===== src/rtl/rgmii_rx.sv =====
// RGMII receive MAC: preamble/SFD strip, DA filter, header extraction,
// payload streaming with 4-byte FCS holdback, and CRC-32/length/error checking.
module rgmii_rx #(
    parameter logic [47:0] MAC_ADDR  = 48'h0,
    parameter bit          PROMISC   = 1'b0,
    parameter logic [15:0] MAX_FRAME = 16'd1518,
    parameter logic [15:0] MIN_FRAME = 16'd64
) (
    input  logic        clk,
    input  logic        rst,
    input  logic [3:0]  rx_d1,
    input  logic [3:0]  rx_d2,
    input  logic        rx_ctl1,
    input  logic        rx_ctl2,
    output logic [47:0] mac_dest,
    output logic [47:0] mac_src,
    output logic [15:0] ethertype,
    output logic        hdr_valid,
    output logic [7:0]  rx_data,
    output logic        rx_valid,
    output logic        frame_done,
    output logic        frame_ok
);

    localparam logic [31:0] CrcResidue = 32'hDEBB20E3;

    typedef enum logic [2:0] {
        StIdle, StPreamble, StDest, StSource, StType, StPayload, StDrop
    } state_e;

    function automatic logic [31:0] crc_byte(input logic [31:0] c, input logic [7:0] b);
        logic [31:0] r;
        r = c ^ {24'h0, b};
        for (int i = 0; i < 8; i++) begin
            r = r[0] ? ((r >> 1) ^ 32'hEDB88320) : (r >> 1);
        end
        return r;
    endfunction

    state_e            state_q, state_d;
    logic [31:0]       crc_q, crc_d;
    logic [15:0]       cnt_q, cnt_d;
    logic              err_q, err_d;
    logic              acc_q, acc_d;
    logic              seen_low_q, seen_low_d;
    logic [39:0]       dest_sr_q, dest_sr_d;
    logic [3:0][7:0]   dl_q, dl_d;
    logic [2:0]        fill_q, fill_d;
    logic [47:0]       mac_dest_q, mac_dest_d;
    logic [47:0]       mac_src_q, mac_src_d;
    logic [15:0]       etype_q, etype_d;
    logic              hdr_valid_q, hdr_valid_d;
    logic [7:0]        rx_data_q, rx_data_d;
    logic              rx_valid_q, rx_valid_d;
    logic              done_q, done_d;
    logic              ok_q, ok_d;

    logic [7:0]  byte_in;
    logic        dv, er;
    logic [31:0] crc_next;
    logic [15:0] cnt_inc;
    logic [47:0] dest_full;
    logic        frame_good;

    assign byte_in   = {rx_d2, rx_d1};
    assign dv        = rx_ctl1;
    assign er        = rx_ctl1 ^ rx_ctl2;
    assign crc_next  = crc_byte(crc_q, byte_in);
    assign cnt_inc   = (cnt_q == 16'hFFFF) ? cnt_q : cnt_q + 16'd1;
    assign dest_full = {dest_sr_q, byte_in};
    assign frame_good = (crc_q == CrcResidue) && (cnt_q >= MIN_FRAME) &&
                        (cnt_q <= MAX_FRAME) && !err_q;

    always_comb begin
        state_d     = state_q;
        crc_d       = crc_q;
        cnt_d       = cnt_q;
        err_d       = err_q;
        acc_d       = acc_q;
        seen_low_d  = seen_low_q | ~dv;
        dest_sr_d   = dest_sr_q;
        dl_d        = dl_q;
        fill_d      = fill_q;
        mac_dest_d  = mac_dest_q;
        mac_src_d   = mac_src_q;
        etype_d     = etype_q;
        hdr_valid_d = 1'b0;
        rx_data_d   = rx_data_q;
        rx_valid_d  = 1'b0;
        done_d      = 1'b0;
        ok_d        = 1'b0;

        case (state_q)
            StIdle, StPreamble: begin
                if (!dv) begin
                    state_d = StIdle;
                end else if (state_q == StIdle && !seen_low_q) begin
                    // dv already high when reset released: never join mid-stream
                    state_d = StDrop;
                end else if (byte_in == 8'h55) begin
                    state_d = StPreamble;
                end else if (byte_in == 8'hD5) begin
                    state_d = StDest;
                    crc_d   = 32'hFFFFFFFF;
                    cnt_d   = 16'd0;
                    err_d   = 1'b0;
                    acc_d   = 1'b0;
                end else begin
                    state_d = StDrop;
                end
            end
            StDest, StSource, StType, StPayload: begin
                if (!dv) begin
                    state_d = StIdle;
                    if (state_q != StDest) begin
                        done_d = 1'b1;
                        ok_d   = frame_good && (state_q == StPayload);
                    end
                end else begin
                    crc_d = crc_next;
                    cnt_d = cnt_inc;
                    if (er) err_d = 1'b1;
                    if (state_q == StDest) begin
                        dest_sr_d = dest_full[39:0];
                        if (cnt_q == 16'd5) begin
                            if (PROMISC || dest_full == MAC_ADDR || dest_full == '1) begin
                                state_d    = StSource;
                                acc_d      = 1'b1;
                                mac_dest_d = dest_full;
                            end else begin
                                state_d = StDrop;
                            end
                        end
                    end else if (state_q == StSource) begin
                        mac_src_d = {mac_src_q[39:0], byte_in};
                        if (cnt_q == 16'd11) state_d = StType;
                    end else if (state_q == StType) begin
                        etype_d = {etype_q[7:0], byte_in};
                        if (cnt_q == 16'd13) begin
                            state_d     = StPayload;
                            hdr_valid_d = 1'b1;
                            fill_d      = 3'd0;
                        end
                    end else if (cnt_inc > MAX_FRAME) begin
                        err_d   = 1'b1;
                        state_d = StDrop;
                    end else begin
                        // Last four bytes stay in the delay line, so the FCS never leaks out
                        dl_d = {dl_q[2:0], byte_in};
                        if (fill_q == 3'd4) begin
                            rx_valid_d = 1'b1;
                            rx_data_d  = dl_q[3];
                        end else begin
                            fill_d = fill_q + 3'd1;
                        end
                    end
                end
            end
            StDrop: begin
                if (!dv) begin
                    state_d = StIdle;
                    done_d  = acc_q;
                end
            end
            default: state_d = StIdle;
        endcase
    end

    always_ff @(posedge clk or negedge rst) begin
        if (!rst) begin
            state_q     <= StIdle;
            crc_q       <= '0;
            cnt_q       <= '0;
            err_q       <= 1'b0;
            acc_q       <= 1'b0;
            seen_low_q  <= 1'b0;
            dest_sr_q   <= '0;
            dl_q        <= '0;
            fill_q      <= '0;
            mac_dest_q  <= '0;
            mac_src_q   <= '0;
            etype_q     <= '0;
            hdr_valid_q <= 1'b0;
            rx_data_q   <= '0;
            rx_valid_q  <= 1'b0;
            done_q      <= 1'b0;
            ok_q        <= 1'b0;
        end else begin
            state_q     <= state_d;
            crc_q       <= crc_d;
            cnt_q       <= cnt_d;
            err_q       <= err_d;
            acc_q       <= acc_d;
            seen_low_q  <= seen_low_d;
            dest_sr_q   <= dest_sr_d;
            dl_q        <= dl_d;
            fill_q      <= fill_d;
            mac_dest_q  <= mac_dest_d;
            mac_src_q   <= mac_src_d;
            etype_q     <= etype_d;
            hdr_valid_q <= hdr_valid_d;
            rx_data_q   <= rx_data_d;
            rx_valid_q  <= rx_valid_d;
            done_q      <= done_d;
            ok_q        <= ok_d;
        end
    end

    assign mac_dest   = mac_dest_q;
    assign mac_src    = mac_src_q;
    assign ethertype  = etype_q;
    assign hdr_valid  = hdr_valid_q;
    assign rx_data    = rx_data_q;
    assign rx_valid   = rx_valid_q;
    assign frame_done = done_q;
    assign frame_ok   = ok_q;

endmodule

===== config.mk =====
export PLATFORM = sky130hd
export DESIGN_NAME = rgmii_rx
export DESIGN_NICKNAME = d
export VERILOG_FILES = /design/src/rtl/rgmii_rx.sv
export SDC_FILE = /design/constraint.sdc
export NUM_CORES = 1
export LEC_CHECK = 0
export CAP_MARGIN = 20
export CORE_ASPECT_RATIO = 0.75
export CORE_MARGIN = 1.5
export CORE_UTILIZATION = 40
export CTS_BUF_LIST = sky130_fd_sc_hd__clkbuf_8
export DETAILED_ROUTE_END_ITERATION = 8
export HOLD_SLACK_MARGIN = 0.03
export PLACE_DENSITY_LB_ADDON = 0.25
export REMOVE_ABC_BUFFERS = 1
export SYNTH_ARGS = -nofsm -noshare
export SYNTH_HDL_FRONTEND = slang
export SYNTH_SLANG_ARGS = --single-unit

===== constraint.sdc =====
create_clock -name clk -period 3 [get_ports clk]
set_clock_uncertainty 0.1 [all_clocks]
set_input_delay 0.9 -clock clk [delete_from_list [all_inputs] [get_ports clk]]
set_output_delay 0.9 -clock clk [all_outputs]
set_load 0.05 [all_outputs]

Yosys cells after proc, flatten, opt, wreduce, memory -nomap -nowiden. Index checks and enable logic that the tools add are counted.

Bitwise logic cells: 16. Magnitude comparators: 3. Reduce and logical (&&, ||, !) cells: 23. Multiplexer cells: 76. Add/sub/neg operators: 2. Equality and inequality tests: 32.

Operator list (count): 32-bit 2-to-1 mux (13); 13-bit NOT with 14-bit output (8); 16-bit 2-to-1 mux (6); 32-bit case mux with 2 select lines (1); 3-bit 2-to-1 mux (18); 48-bit equality test, second input constant (1); 48-bit zero test (1); 1-bit 2-to-1 mux (33); 16-bit by 4-bit equality test with 1-bit output, second input constant (2); 32-bit equality test, second input constant (1); 16-bit case mux with 2 select lines (1); 32-bit by 8-bit bitwise XOR with 32-bit output (1); 2-bit != test, second input constant (11); 16-bit by 1-bit adder with 16-bit output, second input constant (1); 16-bit equality test, second input constant (1); 16-bit by 3-bit equality test with 1-bit output, second input constant (1); 16-bit by 7-bit >= comparator with 1-bit output, second input constant (1); 16-bit by 11-bit > comparator with 1-bit output, second input constant (1); 16-bit by 11-bit less-or-equal comparator with 1-bit output, second input constant (1); 5-bit AND reduction (3); 7-bit AND reduction (2); 3-bit equality test, second input constant (4); 6-bit != test, second input constant (2); 6-bit AND reduction (2); 24 further kinds (36).

Register bits: 253. Input port bits: 12. Output and inout port bits: 124.

Logic depth before layout (Yosys ltp). Gate-level depths: netlist (run 1).

Depth after elaboration: 19. Mapped depth: 12. Gate-level depth less buffers: 9.

Worst setup path after synthesis (run 1). OpenSTA, ideal clock, no wires.

Kind: flip-flop to flip-flop. From: register cnt_q[0]. To: register dl_q[10] (netlist bit). Slack: -231 ps. Period minus slack after synthesis: 3231 ps. Required time: 2775 ps. Cell stages (with the launch flop): 11. Data arrival time: 3006 ps. Cell sequence: dfrtp_1 ha_1 nand3_2 or4_4 and3_4 or2_4 a2111oi_4 o22a_2 buf_8 buf_6 mux2_2.

Word-level cells in the longest chain between the ends: 5.

RTL lines: start, declared (line 42) `logic [15:0] cnt_q, cnt_d;`; start signal, assigned (line 191) `cnt_q <= cnt_d;`; 16-bit by 1-bit adder with 16-bit output or 16-bit equality test (tied branches) (line 69) `assign cnt_inc = (cnt_q == 16'hFFFF) ? cnt_q : cnt_q + 16'd1;`; 16-bit 2-to-1 mux (*) (line 69); 16-bit by 11-bit > comparator with 1-bit output (*) (line 144) `end else if (cnt_inc > MAX_FRAME) begin`; 1-bit NOT (no line) (*); 6-bit AND reduction (no line) (*); end signal, assigned (line 196) `dl_q <= dl_d;`; end, declared (line 47) `logic [3:0][7:0] dl_q, dl_d;`.

Every way passes the cells marked *; elsewhere a longest branch is shown, timed or not. A chain may end at the register's enable or synchronous reset.

Final worst setup path (run 1).
From: register cnt_q[1]. To: register rx_data_q[2], in the netlist rx_data[2].

Word-level cells in the longest chain between the ends: 5.

RTL lines: 16-bit by 1-bit adder with 16-bit output or 16-bit equality test (tied branches) (line 69); 16-bit 2-to-1 mux (*) (line 69); 16-bit by 11-bit > comparator with 1-bit output (*) (line 144); 1-bit NOT (no line) (*); 7-bit AND reduction (no line) (*); end signal, assigned (line 202) `rx_data_q <= rx_data_d;`; end, declared (line 53) `logic [7:0] rx_data_q, rx_data_d;`.

Marks and branches as above.

==> results of run 1 <==
## cell usage after synthesis (5+ instances only)
library cell | count | area (µm²)
dfrtp_1 | 253 | 6330
mux2_2 | 140 | 1580
nand2_1 | 119 | 447
nor2_1 | 50 | 188
xnor2_1 | 48 | 420
clkbuf_1 | 43 | 161
a21oi_1 | 36 | 180
o21ai_0 | 32 | 160
xor2_1 | 27 | 236
nand4_1 | 24 | 150
nor3_1 | 20 | 100
nor4_1 | 19 | 119
nand3_1 | 15 | 75.1
inv_1 | 9 | 33.8
mux2_4 | 9 | 135
a31oi_1 | 7 | 43.8
mux2i_1 | 7 | 70.1
nand2b_1 | 7 | 43.8
mux2_1 | 6 | 67.6
a22o_1 | 5 | 43.8
ha_1 | 5 | 62.6
nand4b_1 | 5 | 43.8
## power by group
group / total, µW / internal [µW] / switching, µW
Sequential: 5120 / 4290 / 830
Clock: 3080 / 1680 / 1400
Combinational: 6140 / 2940 / 3210
## metrics by stage
stage | hold slack [ns] | utilization [%] | cell area (µm²) | setup TNS (ns) | total power (µW)
floorplan | 0.352 | - | 11100 | -269.18 | 8920
global placement | 0.357 | 50.1 | 14000 | -22.57 | 11100
detailed placement | 0.363 | 50.1 | 14000 | -24.88 | 11200
CTS | 0.190 | 53.5 | 15000 | -1.65 | 14400
global route | 0.223 | 54.6 | 15300 | -6.62 | 15200
finish | 0.187 | 54.6 | 15300 | -1.56 | 14300
## flip-flops by register name (all words and copies together), names as in the netlist, 8 cells and up
register and flops:
cnt_q 16, dl_q 32, mac_dest 48, crc_q 32, ethertype 16, dest_sr_q 40
mac_src 48, rx_data 8
## logic make-up after synthesis
logic type | after synthesis | synth area share, %
AO/OA/AOI/OAI | 111 | 6.18
XOR/XNOR | 75 | 5.77
adder cells (fa/ha/maj) | 5 | 0.550
buffers and inverters | 60 | 2.42
flip-flops | 253 | 55.6
multiplexers | 162 | 16.3
AND/OR/NAND/NOR | 295 | 13.2
## final timing paths
check	end	cells after the start	slack, ns
worst min register to register	mac_dest[29]	2	0.38
max in group asynchronous	mac_dest[1]	2	1.93
worst max-delay path	rx_data[2]	10	-0.07
worst min-delay path	state_q[0]	1	0.19
min in group clk	mac_dest[29]	2	0.38
worst max register to register	rx_data[2]	10	-0.07
## metal layers
layer / global-route usage [%] / share of wire, %
met5: 0 / 0
met4: 5.92 / 1.8
met3: 4.86 / 6.5
met2: 27.5 / 42
met1: 30.2 / 49
## worst register-to-register path: stages, from the launching register on
cell and delay, ns:
dfrtp_1 0.39, ha_4 0.17, nand3_4 0.08, or4_4 0.53, and3_4 0.19, buf_4 0.13
nor3_1 0.23, nand4b_1 0.17, o22a_4 0.35, nor2_8 0.27, mux2_4 0.33
## cell type report
cell class	count	area, µm²
clock buffer	53	729
clock inverter	23	130
tap	385	482
inverter	9	33.8
multi-input combinational	648	5010
sequential	253	6330
timing repair buffer	260	2560
fill	2430	12700
## timing repair
item / CTS / global route
cloned: 0 / 4
pin swaps: 4 / 9
hold endpoints to repair: 0 / 0
buffers inserted: 3 / 4
setup endpoints to repair: 88 / 95
gates resized for setup: 17 / 47
==> impl_metrics.yaml, run 1 <==
status:
  outcome: "complete, but fails checks"
  violations: "negative setup slack"
drt:
  drtAntennaViolNets: 0
  drt_pass1_iterations: 5
  route.detailed.vias_per_inst: 5.08
  drc: 0
  detailroute.via_count: 8288
  wire_per_inst_um: 17.5
  first_iter_violations: 530
  route.final.wire_length_um: 28600
min_path:
  hold_path.class: "in2async"
global_route:
  grt_pass1_vias: 8353
  global_route.usage.total_pct: 19.8
  grt_max_degree: 72
  first_pass_grt_wire_length_um: 45900
  antenna_found_initial: 0
  grt.overflow.total: 0
clock_tree:
  clk_transition_reported_paths_ns: 0.06
  cts_buffers: 42
  cts.hold.buffers_added: 0
  clock-root-buffer: "clkbuf_8"
  ctsLongestPathBuffers: 3
  insertion_delay_ns: 0.58
  cts_htree_levels: 2
  clock-sinks: 253
  tritoncts: "done"
sta:
  timing.final.hold_violations: 0
  tightest_slew_ns: 0.601
  clock.fmax_mhz: 326
  final_min_period_over_clock_period_pct: 102
  setup_viol_count_final: 42
  final-max-slew-violation-count: 0
  layout_setup_ws_ns: -0.0706
  worst_slew_margin_pct: 59.9
  time_the_worst_path_needs_with_i_o_delays_and_setup_ns: 3.07
  rsz_0062_raised_after_global_routing: "true"
flow_run:
  drv_cap: 0
critical_path:
  critical_path.n_buffers_inverters: 1
  crit_arrival_ns: 3.40
  required_ns: 3.33
  critPathMaxFanout: 8
  crit_path_start_kind: "flop"
  worst_path_dominant_cell_family: "simple AND/OR/NAND/NOR gates"
  worst_r2r_startpoint: "cnt_q[1]"
  worst_setup_path_startpoint: "cnt_q[1]"
  timing.critical_path.slowest_stage_cell: "or4_4"
  critical_path_class: "reg2reg"
  crit_chain: "ha_4, nand3_4, or4_4, and3_4, buf_4, nor3_1, nand4b_1, o22a_4, nor2_8, mux2_4"
  slowest_delay_ns: 0.53
  critPathCaptureType: "flop"
floorplanning:
  die-area_mm2: 0.0295
  die_h_um: 149
  floorplan.io_pins: 136
  start_util_pct: 40.7
  coreArea_mm2: 0.0280
  num_rows: 53
  chip_width_um: 198
power_and_ir_drop:
  pwr_density_cell_mw_per_mm2: 938
  static-leakage-power_uw: 0.00713
  ir_worst_vdd_mv: 0.678
logic_synthesis:
  synthCells: 961
  yosysWarningCount: 0
  seq_area_frac_synth_pct: 55.6
  avgSynthCellArea_um2: 11.8
  netlist_area_mm2: 0.0114
  synth-seq-cells: 253
  ys_dominant_reg_cell: "dfrtp_1"
  ys_async_sr_fraction_pct: 100
  ys_types: 71
  post_synth_edffs: 0
cells_and_area:
  antennaDiodeCount: 0
  final_net_count: 1231
  stdcell_count: 1631
  area_growth_syn_to_layout_pct: 34.3
  post_route_cells_drive_above_1_share_pct: 30.2
  most_common_library_cell_in_the_layout_ignoring_fill_and_taps: "dfrtp_1"
  most-common-layout-cells: "dfrtp_1 (251), clkdlybuf4s50_1 (134), nand2_1 (119), mux2_2 (114), buf_4 (100)"
placed_design:
  gp_congestion: 0.858
  hpwlAfterDp_um: 19500
  placedCellCount: 1544
  detailedPlace.worstSlack_ns: -0.363
  placement.io_buffers: 135
No activity file was read; power rests on OpenSTA's default activity.
==> run 2, diff against run 1 <==
- clock period: 3 -> 3.5 ns (I/O delays scaled with it)
==> run 2 against run 1 <==
Net effect: the run now ends clean; via count down 2.2%; hold slack better by 0.19 ns; total power down 17%; clock-buffer cell count down 2; register-to-register slack better by 0.24 ns; sequential share of layout area up 2.4 points; final cell count down 3.6%; die area unchanged; global-route usage down 0.52 points; critical path type unchanged; largest cell class unchanged.
==> impl_metrics.yaml, run 2 (same netlist as run 1, synthesis figures left out) <==
status:
  outcome: "completed"
placed_design:
  placement.io_buffers: 135
  hpwlAfterDp_um: 18800
  gp_congestion: 0.879
  placedCellCount: 1506
global_route:
  grt.overflow.total: 0
  grt.met2_usage_pct: 26.4
  grt_pass1_vias: 8074
  grt_max_degree: 80
  global_route.usage.total_pct: 19.3
  met1_usage_pct: 30.2
  gr-max-usage-layer: "met1"
  antenna_found_initial: 0
  globalRouteMet3Util_pct: 4.36
  first_pass_grt_wire_length_um: 44900
critical_path:
  crit_arrival_ns: 3.67
  timing.rr.end: "dl_q[17]"
  critPathCaptureType: "flop"
  depth_of_the_worst_register_to_register_path: 8
  worst-r2r-setup-slack_ns: 0.17
  critPathMaxFanout: 32
  worst_setup_path_startpoint: "cnt_q[13]"
  worst_r2r_startpoint: "cnt_q[13]"
  critical_path_class: "reg2reg"
  required_ns: 3.84
  crit_path_start_kind: "flop"
  cp-endpoint: "dl_q[17]"
sta:
  finalSetupTns_ns: 0
  setup_viol_count_final: 0
  tightest_slew_ns: 0.688
  timing.final.hold_violations: 0
  final_min_period_over_clock_period_pct: 95.3
  rsz_0062_raised_after_global_routing: "false"
  worst_slew_margin_pct: 54.1
  final-max-slew-violation-count: 0
  time_the_worst_path_needs_with_i_o_delays_and_setup_ns: 3.33
  clock.fmax_mhz: 300
clock_tree:
  insertion_delay_ns: 0.57
  tritoncts: "done"
  cts_post_setup_buffers_inserted: 0
  clock-root-buffer: "clkbuf_8"
  clk_transition_reported_paths_ns: 0.06
  clock-sinks: 253
  cts_htree_levels: 2
  cts_buffers: 40
  ctsLongestPathBuffers: 3
  cts_resized: 0
  cts.hold.buffers_added: 0
floorplanning:
  floorplan.io_pins: 136
  num_rows: 53
  die_h_um: 149
  start_util_pct: 40.7
  chip_width_um: 198
  die-area_mm2: 0.0295
  coreArea_mm2: 0.0280
cells_and_area:
  area_growth_syn_to_layout_pct: 27.0
  antennaDiodeCount: 0
  most_common_library_cell_in_the_layout_ignoring_fill_and_taps: "dfrtp_1"
  post_route_cells_drive_above_1_share_pct: 25.1
  postLayoutCoreUtil_pct: 51.6
  layout.filler_cells: 2537
  final_net_count: 1180
  stdcell_count: 1573
  most-common-layout-cells: "dfrtp_1 (253), mux2_2 (140), clkdlybuf4s50_1 (134), nand2_1 (119), buf_4 (67)"
power_and_ir_drop:
  design_power_total_uw: 11900
  pwr_density_cell_mw_per_mm2: 824
  static-leakage-power_uw: 0.00664
  ir_worst_vdd_mv: 0.441
drt:
  detailroute.via_count: 8108
  wire_per_inst_um: 17.6
  drtAntennaViolNets: 0
  drc: 0
  route.detailed.vias_per_inst: 5.15
  first_iter_violations: 577
  route.final.wire_length_um: 27700
  drt_pass1_iterations: 5
min_path:
  hold_path.class: "in2async"
flow_run:
  drv_cap: 0
-- run 2: how the worst min path moves through the flow --
| stage | startpoint | end | slack (ns) | cells past startpoint |
|---|---|---|---|---|
| 6_report | rst | rx_data[6] | 0.38 | 1 |
| 4_1_cts | rst | rx_data[6] | 0.38 | 1 |
| 3_5_place_dp | mac_dest[10] | mac_dest[10] | 0.37 | 2 |
| 3_3_place_gp | mac_dest[33] | mac_dest[33] | 0.36 | 2 |
| 5_1_grt | mac_dest[37] | mac_dest[37] | 0.40 | 2 |
| 2_1_floorplan | dl_q[16] | dl_q[24] | 0.35 | 1 |
-- run 2: layout make-up --
type / count / area [µm²] / area share [%]
Clock buffer: 51 / 702 / 4.86
Clock inverter: 16 / 68.8 / 0.476
Inverter: 9 / 33.8 / 0.234
Multi-Input combinational cell: 648 / 4790 / 33.2
Sequential cell: 253 / 6330 / 43.8
Tap cell: 385 / 482 / 3.33
Timing Repair Buffer: 211 / 2040 / 14.1
-- run 2: where the power goes --
part	internal, µW	switching, µW	total (µW)
Combinational	2350	2700	5050
Clock	1300	1150	2460
Sequential	3670	731	4400
Total	7320	4590	11900
-- run 2: metrics by stage --
step	setup slack, ns	area (µm²)	hold WS, ns
floorplan	-3.33	11100	0.352
global placement	0.0172	13700	0.360
detailed placement	-0.00325	13700	0.365
CTS	0.110	14400	0.383
global route	0.0284	14500	0.395
finish	0.166	14500	0.376
-- run 2: metal layers --
metal,vias to the layer above,wire (µm)
li1,3780,-
met1,4085,14100
met2,208,11400
met3,35,1690
met4,0,421
met5,-,0
-- run 2: critical path, cell delays in order, from the launching register on --
cell	delay, ns
dfrtp_1	0.51
nand4_1	0.33
or4_4	0.53
and3_4	0.19
or2_4	0.26
a2111oi_4	0.41
o22a_4	0.30
buf_12	0.22
mux2_2	0.36
==> run 3, diff against run 2 <==
- CORE_ASPECT_RATIO: 0.75 -> 0.7
==> run 3 against run 2 <==
Net effect: global-route usage decreased by 0.15 points; sequential power about the same; clock power is 10% higher; register-to-register slack hardly changed; clock-buffer cell count is 5 higher; final cell count shrank 0.57%; critical path depth up 1; total power rose by 1.1%; utilization is 0.64 points higher; fmax rose by 0.25%; hold slack got worse by 0.020 ns; die area about the same.
==> impl_metrics.yaml, run 3 (same netlist as run 1, synthesis figures left out) <==
power_and_ir_drop:
  ir_worst_vdd_mv: 0.439
  static-leakage-power_uw: 0.00668
  pwr_density_cell_mw_per_mm2: 826
flow_run:
  drv_cap: 0
global_route:
  antenna_found_initial: 0
  grt.overflow.total: 0
  first_pass_grt_wire_length_um: 44700
  grt_max_degree: 69
  global_route.usage.total_pct: 19.1
  grt_pass1_vias: 8138
sta:
  setup_viol_count_final: 0
  time_the_worst_path_needs_with_i_o_delays_and_setup_ns: 3.33
  layout_setup_ws_ns: 0.174
  final-max-slew-violation-count: 0
  clock.fmax_mhz: 301
  timing.final.hold_violations: 0
  rsz_0062_raised_after_global_routing: "false"
  final_min_period_over_clock_period_pct: 95.0
  worst_slew_margin_pct: 36.8
  tightest_slew_ns: 0.942
clock_tree:
  clock-sinks: 253
  cts.hold.buffers_added: 0
  cts_buffers: 41
  insertion_delay_ns: 0.57
  tritoncts: "done"
  clock-root-buffer: "clkbuf_8"
  clk_transition_reported_paths_ns: 0.07
  ctsLongestPathBuffers: 3
  cts_htree_levels: 2
drt:
  drtAntennaViolNets: 0
  route.detailed.vias_per_inst: 5.14
  drc: 0
  first_iter_violations: 535
  wire_per_inst_um: 17.4
  detailroute.via_count: 8042
  drt_pass1_iterations: 5
  route.final.wire_length_um: 27300
floorplanning:
  num_rows: 51
  die-area_mm2: 0.0295
  chip_width_um: 205
  floorplan.io_pins: 136
  die_h_um: 144
  coreArea_mm2: 0.0279
  start_util_pct: 40.8
critical_path:
  required_ns: 3.83
  depth_of_the_worst_register_to_register_path: 9
  crit_arrival_ns: 3.66
  critPathCaptureType: "flop"
  critPathMaxFanout: 32
  critical_path_class: "reg2reg"
  crit_path_start_kind: "flop"
cells_and_area:
  final_net_count: 1179
  most_common_library_cell_in_the_layout_ignoring_fill_and_taps: "dfrtp_1"
  post_route_cells_drive_above_1_share_pct: 25.7
  most-common-layout-cells: "dfrtp_1 (253), mux2_2 (140), clkdlybuf4s50_1 (134), nand2_1 (119), buf_4 (63)"
  post-route-cell-area_mm2: 0.0146
  area_growth_syn_to_layout_pct: 28.1
  antennaDiodeCount: 0
placed_design:
  placement.cell_area_mm2: 0.0137
  gp_congestion: 0.866
  hpwlAfterDp_um: 18900
  placement.io_buffers: 135
  detailedPlace.worstSlack_ns: -0.0910
status:
  outcome: "completed"
min_path:
  hold_path.class: "in2async"
-- run 3: cell types whose count changed in the layout (fill, tap and decap cells not counted), moves of 2 or more --
cell	delta
buf_12	+2
buf_4	-4
clkbuf_8	+5
clkinvlp_4	+2
inv_1	-2
-- run 3: timing repair --
item | in CTS | in global routing
setup buffers | 0 | 1
resized for setup | 0 | 4
setup endpoints to repair | 0 | 40
hold endpoints to repair | 0 | 0
-- run 3: final cells by class --
type / instances / area [µm²]
clock inverter: 18 / 119
inverter: 9 / 33.8
timing repair buffer: 209 / 2050
tap: 371 / 464
fill: 2467 / 13300
clock buffer: 56 / 771
sequential: 253 / 6330
multi-input combinational: 648 / 4810
-- run 3: where the power goes --
part | switching (µW) | internal (µW) | total, µW | leakage, µW
clock | 1200 | 1510 | 2710 | 0.000493
sequential | 724 | 3670 | 4400 | 0.00329
combinational | 2660 | 2280 | 4940 | 0.00290
-- run 3: worst max-delay path, stage by stage (launching register included) --
cell and delay (ns):
dfrtp_1 0.35, ha_2 0.25, nand3_4 0.14, or4_4 0.57
and3_4 0.20, or2_4 0.26, a2111oi_4 0.42, o22a_4 0.30
buf_12 0.22, mux2_2 0.36
-- run 3: metrics by stage --
step | hold slack (ns) | std cells | setup TNS [ns] | total power (µW) | utilization [%]
finish | 0.356 | 1564 | 0 | 12000 | 52.3
detailed placement | 0.365 | 1489 | -0.711 | 9370 | 49.0
floorplan | 0.352 | 910 | -203.61 | 7640 | -
CTS | 0.343 | 1563 | 0 | 12200 | 52.2
global route | 0.363 | 1564 | 0 | 12800 | 52.3
global placement | 0.359 | 1489 | -0.158 | 9290 | 49.0
-- run 3: path summary, 6_finish.rpt --
check                             start           end  slack [ns]
min in group clk           mac_dest[19]  mac_dest[19]        0.38
hold / removal                      rst      dl_q[26]        0.36
hold reg to reg            mac_dest[19]  mac_dest[19]        0.38
setup reg to reg               cnt_q[0]      dl_q[20]        0.17
setup / recovery               cnt_q[0]      dl_q[20]        0.17
max in group asynchronous           rst  mac_dest[35]        2.21
-- run 3: per-layer routing --
metal / vias up / wire, µm / global-route usage (%)
met5: - / 0 / 0
met4: 0 / 363 / 4.57
met3: 30 / 1450 / 4.42
met2: 168 / 11500 / 27.2
li1: 3814 / - / -
met1: 4030 / 14000 / 29.2
